<file path="config.mk">
export PLATFORM = sky130hd
export DESIGN_NAME = fwd_hazard_ctrl
export DESIGN_NICKNAME = d
export VERILOG_FILES = /design/src/rtl/fwd_hazard_ctrl.sv
export SDC_FILE = /design/constraint.sdc
export NUM_CORES = 1
export LEC_CHECK = 0
export CORE_UTILIZATION = 27
export CTS_BUF_LIST = sky130_fd_sc_hd__clkbuf_4 sky130_fd_sc_hd__clkbuf_8 sky130_fd_sc_hd__clkbuf_16
export DETAILED_ROUTE_END_ITERATION = 12
export GPL_TIMING_DRIVEN = 0
export HOLD_SLACK_MARGIN = 0.15
export SLEW_MARGIN = 25
export SYNTH_ARGS = -nofsm -noshare
export SYNTH_HDL_FRONTEND = slang
export SYNTH_SLANG_ARGS = --single-unit
</file>
<file path="constraint.sdc">
create_clock -name clk -period 2.9 [get_ports clk]
set_input_delay 0.435 -clock clk [delete_from_list [all_inputs] [get_ports clk]]
set_output_delay 0.435 -clock clk [all_outputs]
set_load 0.02 [all_outputs]
</file>
<file path="src/rtl/fwd_hazard_ctrl.sv">
// fwd_hazard_ctrl: forwarding-select and load-use hazard control for the
// RV32 5-stage pipeline. Tracks the destination tags of the instructions
// in EX, MEM and WB. It produces registered 2-bit select codes for the two
// EX operand muxes, and combinational stall/bubble strobes.
//
// Optional build macro HAZ_PERF_CNT_EN adds the stall_cnt and flush_cnt
// performance counters. Forwarding and stall behaviour do not depend on it.
//
// Select encoding: 00 regfile, 01 WB data, 10 EX/MEM ALU result (11 unused).
// slot_dbg exposes {wb, mem, ex} slots; each slot is {valid, rd, regwrite, memread}.
module fwd_hazard_ctrl #(
  parameter int REG_ADDR_W   = 5,
  parameter bit X0_FWD_BLOCK = 1'b1
) (
  input  logic                          clk,
  input  logic                          rst_n,
  input  logic                          id_valid,
  input  logic [REG_ADDR_W-1:0]         id_rs1,
  input  logic [REG_ADDR_W-1:0]         id_rs2,
  input  logic [REG_ADDR_W-1:0]         id_rd,
  input  logic                          id_regwrite,
  input  logic                          id_memread,
  input  logic                          flush_ex,
  output logic [1:0]                    fwd_a_sel,
  output logic [1:0]                    fwd_b_sel,
  output logic                          stall_if_id,
  output logic                          bubble_ex,
  output logic [3*(REG_ADDR_W+3)-1:0]   slot_dbg
`ifdef HAZ_PERF_CNT_EN
  ,
  output logic [31:0]                   stall_cnt,
  output logic [31:0]                   flush_cnt
`endif
);

  typedef struct packed {
    logic                  valid;
    logic [REG_ADDR_W-1:0] rd;
    logic                  regwrite;
    logic                  memread;
  } slot_t;

  slot_t      ex_q, mem_q, wb_q;
  slot_t      ex_d;
  logic       load_use;
  logic       stall;
  logic [1:0] next_a_sel, next_b_sel;

  // A destination of x0 is invisible to forwarding and stalling when blocking is on.
  function automatic logic rd_blocked(input logic [REG_ADDR_W-1:0] rd);
    return X0_FWD_BLOCK && (rd == '0);
  endfunction

  // Select for one operand. The newest producer (the slot now in EX, which
  // is bound for MEM) wins. A load in EX is never forwarded from EX.
  function automatic logic [1:0] sel_for(input logic [REG_ADDR_W-1:0] rs,
                                         input slot_t ex_s,
                                         input slot_t mem_s);
    if (ex_s.valid && ex_s.regwrite && !ex_s.memread &&
        (rs == ex_s.rd) && !rd_blocked(ex_s.rd))
      return 2'b10;
    else if (mem_s.valid && mem_s.regwrite &&
             (rs == mem_s.rd) && !rd_blocked(mem_s.rd))
      return 2'b01;
    else
      return 2'b00;
  endfunction

  // Hazard detection, next EX slot contents and next select codes.
  always_comb begin
    load_use   = 1'b0;
    stall      = 1'b0;
    ex_d       = '0;
    next_a_sel = 2'b00;
    next_b_sel = 2'b00;

    // Reset discards any pending hazard, so no stall is visible while rst_n is low.
    load_use = rst_n && id_valid && ex_q.valid && ex_q.memread && ex_q.regwrite &&
               !rd_blocked(ex_q.rd) &&
               ((id_rs1 == ex_q.rd) || (id_rs2 == ex_q.rd));
    // A flush kills the consumer anyway, so it overrides the stall.
    stall = load_use && !flush_ex;

    ex_d.valid    = id_valid && !load_use && !flush_ex;
    ex_d.rd       = id_rd;
    ex_d.regwrite = id_regwrite;
    ex_d.memread  = id_memread;

    if (ex_d.valid) begin
      next_a_sel = sel_for(id_rs1, ex_q, mem_q);
      next_b_sel = sel_for(id_rs2, ex_q, mem_q);
    end
  end

  // Shadow pipeline: the slots advance on every edge. EX takes the decode
  // fields, or a bubble on a hazard or flush.
  always_ff @(posedge clk) begin
    if (!rst_n) begin
      ex_q  <= '0;
      mem_q <= '0;
      wb_q  <= '0;
    end else begin
      wb_q  <= mem_q;
      mem_q <= ex_q;
      ex_q  <= ex_d;
    end
  end

  // The select registers line up with the instruction during its EX cycle.
  always_ff @(posedge clk) begin
    if (!rst_n) begin
      fwd_a_sel <= 2'b00;
      fwd_b_sel <= 2'b00;
    end else begin
      fwd_a_sel <= next_a_sel;
      fwd_b_sel <= next_b_sel;
    end
  end

  assign stall_if_id = stall;
  assign bubble_ex   = stall;
  assign slot_dbg    = {wb_q, mem_q, ex_q};

`ifdef HAZ_PERF_CNT_EN
  // Free-running event counters that wrap naturally at 2^32.
  always_ff @(posedge clk) begin
    if (!rst_n) begin
      stall_cnt <= '0;
      flush_cnt <= '0;
    end else begin
      if (stall)    stall_cnt <= stall_cnt + 32'd1;
      if (flush_ex) flush_cnt <= flush_cnt + 32'd1;
    end
  end
`endif

endmodule

</file>
==> results of run 1 <==
==> cell type report <==
type | instances | area, um^2
Buffer | 3 | 15.0
Clock buffer | 4 | 55.1
Fill cell | 372 | 2020
Multi-Input combinational cell | 69 | 531
Sequential cell | 28 | 561
Tap cell | 48 | 60.1
Timing Repair Buffer | 50 | 502
==> power by group <==
group | leakage [uW] | internal, uW | switching, uW | total, uW
registers | 0.000229 | 397 | 15.5 | 413
logic | 0.000415 | 70.5 | 54.5 | 125
clock network | 0.0000288 | 121 | 116 | 237
total | 0.000673 | 589 | 186 | 775
==> kinds of logic after synthesis <==
group	Yosys count
and+or+nand+nor	41
DFF	28
xor gates and xnor gates	20
AOI/OAI and AO/OA	8
buffers and inverters	3
==> what timing repair did <==
action | CTS | global route
setup buffers | 0 | 0
gates resized for setup | 5 | 1
setup endpoints to repair | 2 | 1
hold buffers | 0 | 0
==> path summary, 6_finish.rpt <==
kind | to | slack [ns] | cells after the start | start
worst min-delay path | slot_dbg[16] | 0.47 | 1 | slot_dbg[8]
worst max-delay path | stall_if_id | 0.25 | 8 | id_rs1[1]
worst min register to register | slot_dbg[16] | 0.47 | 1 | slot_dbg[8]
worst max register to register | fwd_b_sel[0] | 1.29 | 4 | slot_dbg[2]
==> state kept, by name, summed over array words and instances (netlist names) <==
signal,cells
slot_dbg,24
fwd_a_sel,2
fwd_b_sel,2
==> worst max-delay path: cells and delay by family <==
kind            cells  cell delay [ns]
xor+xnor            1             0.14
simple gates        3             0.55
compound gates      1             0.11
buf+inv             3             0.97
==> placed cells by master, fill, tap and decap left out, types with 2 or more instances in the layout <==
| cell | n |
|---|---|
| sky130_fd_sc_hd__clkdlybuf4s50_1 | 48 |
| sky130_fd_sc_hd__dfxtp_1 | 28 |
| sky130_fd_sc_hd__and2_1 | 24 |
| sky130_fd_sc_hd__xnor2_1 | 12 |
| sky130_fd_sc_hd__xor2_1 | 8 |
| sky130_fd_sc_hd__clkbuf_8 | 4 |
| sky130_fd_sc_hd__nand3_1 | 2 |
| sky130_fd_sc_hd__nor3_4 | 2 |
| sky130_fd_sc_hd__nor2_1 | 2 |
| sky130_fd_sc_hd__clkbuf_1 | 2 |
| sky130_fd_sc_hd__nor3_1 | 2 |
| sky130_fd_sc_hd__nand4_1 | 2 |
| sky130_fd_sc_hd__a2111oi_2 | 2 |
==> layer usage <==
layer	vias up	part of all wire (%)
met1	383	47
met5	-	0
li1	440	-
met2	39	44
met4	0	1.3
met3	4	8.3
==> through the flow <==
step	instances	hold WS [ns]	total power, uW	setup TNS, ns	util (%)
after CTS	202	0.480	783	0	46.0
final	202	0.474	775	0	46.0
after global placement	198	0.445	542	-0.248	43.9
after detailed placement	198	0.452	543	-0.358	43.9
after global routing	202	0.508	818	0	46.0
after floorplan	100	0.557	474	0	-
==> run summary, run 1 <==
- **result of the run** complete, no violations
- **Max H-tree Level** 1
- **Initial Util** 28.9%
- **pin count of the biggest net entering global routing** 16
- **most numerous cell types in the synthesized netlist** sky130_fd_sc_hd__dfxtp_1 (28), sky130_fd_sc_hd__and2_1 (24), sky130_fd_sc_hd__xnor2_1 (12)
- **standard cell with the maximum stage delay on the critical path** sky130_fd_sc_hd__clkdlybuf4s50_1
- **maxcap violations** 0
- **total overflow reported by the global router** 0
- **post-synthesis async set-or-reset flop share** 0%
- **Net count, final** 176
- **CP required** 2.47 ns
- **Primary FF master, synth** sky130_fd_sc_hd__dfxtp_1
- **Largest stage delay, worst path** 0.53 ns
- **count of vias placed by the detailed router** 866
- **final worst slack** 0.253 ns
- **number of hold violations in the final report** 0
- **synthesized-area fraction occupied by ao, oa, aoi and oai cells** 7.74%
- **area added between synthesis and finish** 59.0%
- **Leak** 0.000673 uW
- **initial DRC count** 20
- **Crit Path Max Fanout** 4
- **most area-consuming cells after synthesis** sky130_fd_sc_hd__dfxtp_1 (52%), sky130_fd_sc_hd__and2_1 (14%), sky130_fd_sc_hd__xnor2_1 (9.7%), sky130_fd_sc_hd__xor2_1 (6.5%), sky130_fd_sc_hd__a2111oi_2 (2.8%)
- **DIE AREA** 4270 um^2
- **Routed WL per cell** 12.8 um
- **share of the synthesized area in the top cell type** 51.7%
- **core area** 3740 um^2
- **worst-case headroom to the max-slew limit** 71.9%
- **Avg Vias per Cell** 4.29
- **Die Width** 65.4 um
- **count of flip-flops with a built-in enable after synthesis** 0
- **TritonRoute pass-1 iters** 4
- **synthesis warning total** 0
- **multiplexer share of the synthesized area** 0%
- **met2 capacity usage during global routing** 20.5%
- **buffer cell driving the clock tree root** sky130_fd_sc_hd__clkbuf_8
- **sequential-to-total area share from yosys stat** 51.7%
- **most crowded layer after global routing** met2
- **overall routing resource usage** 13.5%
- **vias in the first global route** 887
- **largest clock skew in the final design** 0.00421 ns
- **overall routed net length** 2600 um
- **vertical die dimension** 65.4 um
- **cell type with the largest total area after synthesis** sky130_fd_sc_hd__dfxtp_1
- **post-synth design cell area** 1080 um^2
- **share of post-route cells with drive strength above 1** 9.74%
- **gate count after technology mapping** 100
- **met1 GRT Util** 18.0%
- **final design area excluding fillers** 1720 um^2
- **Detailed Place HPWL** 2070 um
- **residual antenna-violating net count after detailed routing** 0
- **unrepaired setup endpoints after global routing** no
- **first-pass GRT wire length** 4260 um
- **Setup-failing EPs final** 0
- **clock net sink count** 28
- **max-slew violation count** 0
- **I/O pin count** 51
- **clock transition at the registers of the reported paths** 0.09 ns
- **Max Freq** 378 MHz
- **number of antenna violations at the first check in global routing** 0
- **cell area power density** 450 nW/um^2
- **antenna diode count** 0
- **global routing usage on met3** 3.82%
- **IO Port Bufs** 50
- **combinational family with the most area after synthesis** simple AND/OR/NAND/NOR gates
- **share of the synthesized netlist area taken by xor and xnor gates** 16.2%
- **Startpoint Class** input port
- **CTS Buffer Depth** 2
- **final clock period utilization by the worst path** 91.3%
- **flop and latch count out of synthesis** 28
- **post-synthesis share of cell area spent on full adders, half adders and majority gates** 0%
- **Peak supply drop** 0.000184 V
- **post-synthesis cell type count** 24
- **min cycle time layout** 2.65 ns
- **Placed Instance Area** 1640 um^2
- **DRC errors left** 0
- **RD Place Congestion** 0.833
- **post-synthesis share of cell area spent on and, or, nand and nor gates** 23.0%
- **class of the most critical hold timing path** reg2reg
- **dpl ws** -0.217 ns
- **CP Data Arrival Time** 2.21 ns
- **library cell with the highest instance count after synthesis** sky130_fd_sc_hd__dfxtp_1
- **number of buffers created by CTS** 3
- **nature of the critical path endpoint** output pin
- **Worst Setup Path Type** in2out
- **cells along the critical path** clkdlybuf4s50_1 -> xnor2_1 -> nand3_1 -> nor3_4 -> o21bai_1 -> nor2_1 -> buf_4 -> dlygate4sd2_1
- **Synthesized Nets** 121
- **slew of the pin with the lowest slew margin** 0.422 ns
- **clock latency reported for the late side of the worst-skew pair** 0.27 ns
- **CTS tree** built
- **synthesized area divided by synthesized cell count** 10.8 um^2
- **# rows** 22
No activity file was read; power rests on OpenSTA's default activity.
==> inputs of run 2 (changes only) <==
==> constraint.sdc (replaced) <==
create_clock -name clk -period 2.87 [get_ports clk]
set_input_delay 0.4305 -clock clk [delete_from_list [all_inputs] [get_ports clk]]
set_output_delay 0.4305 -clock clk [all_outputs]
set_load 0.02 [all_outputs]
==> results of run 2 <==
Same layout as run 1 (identical final DEF). Status: complete, no violations.
Main changes from that run: setup slack after placement -0.217 ns -> -0.238 ns; setup slack after layout 0.253 ns -> 0.232 ns; register-to-register setup slack 1.29 ns -> 1.26 ns; total power 775 uW -> 783 uW; worst IR drop on VDD 0.000184 V -> 0.000186 V
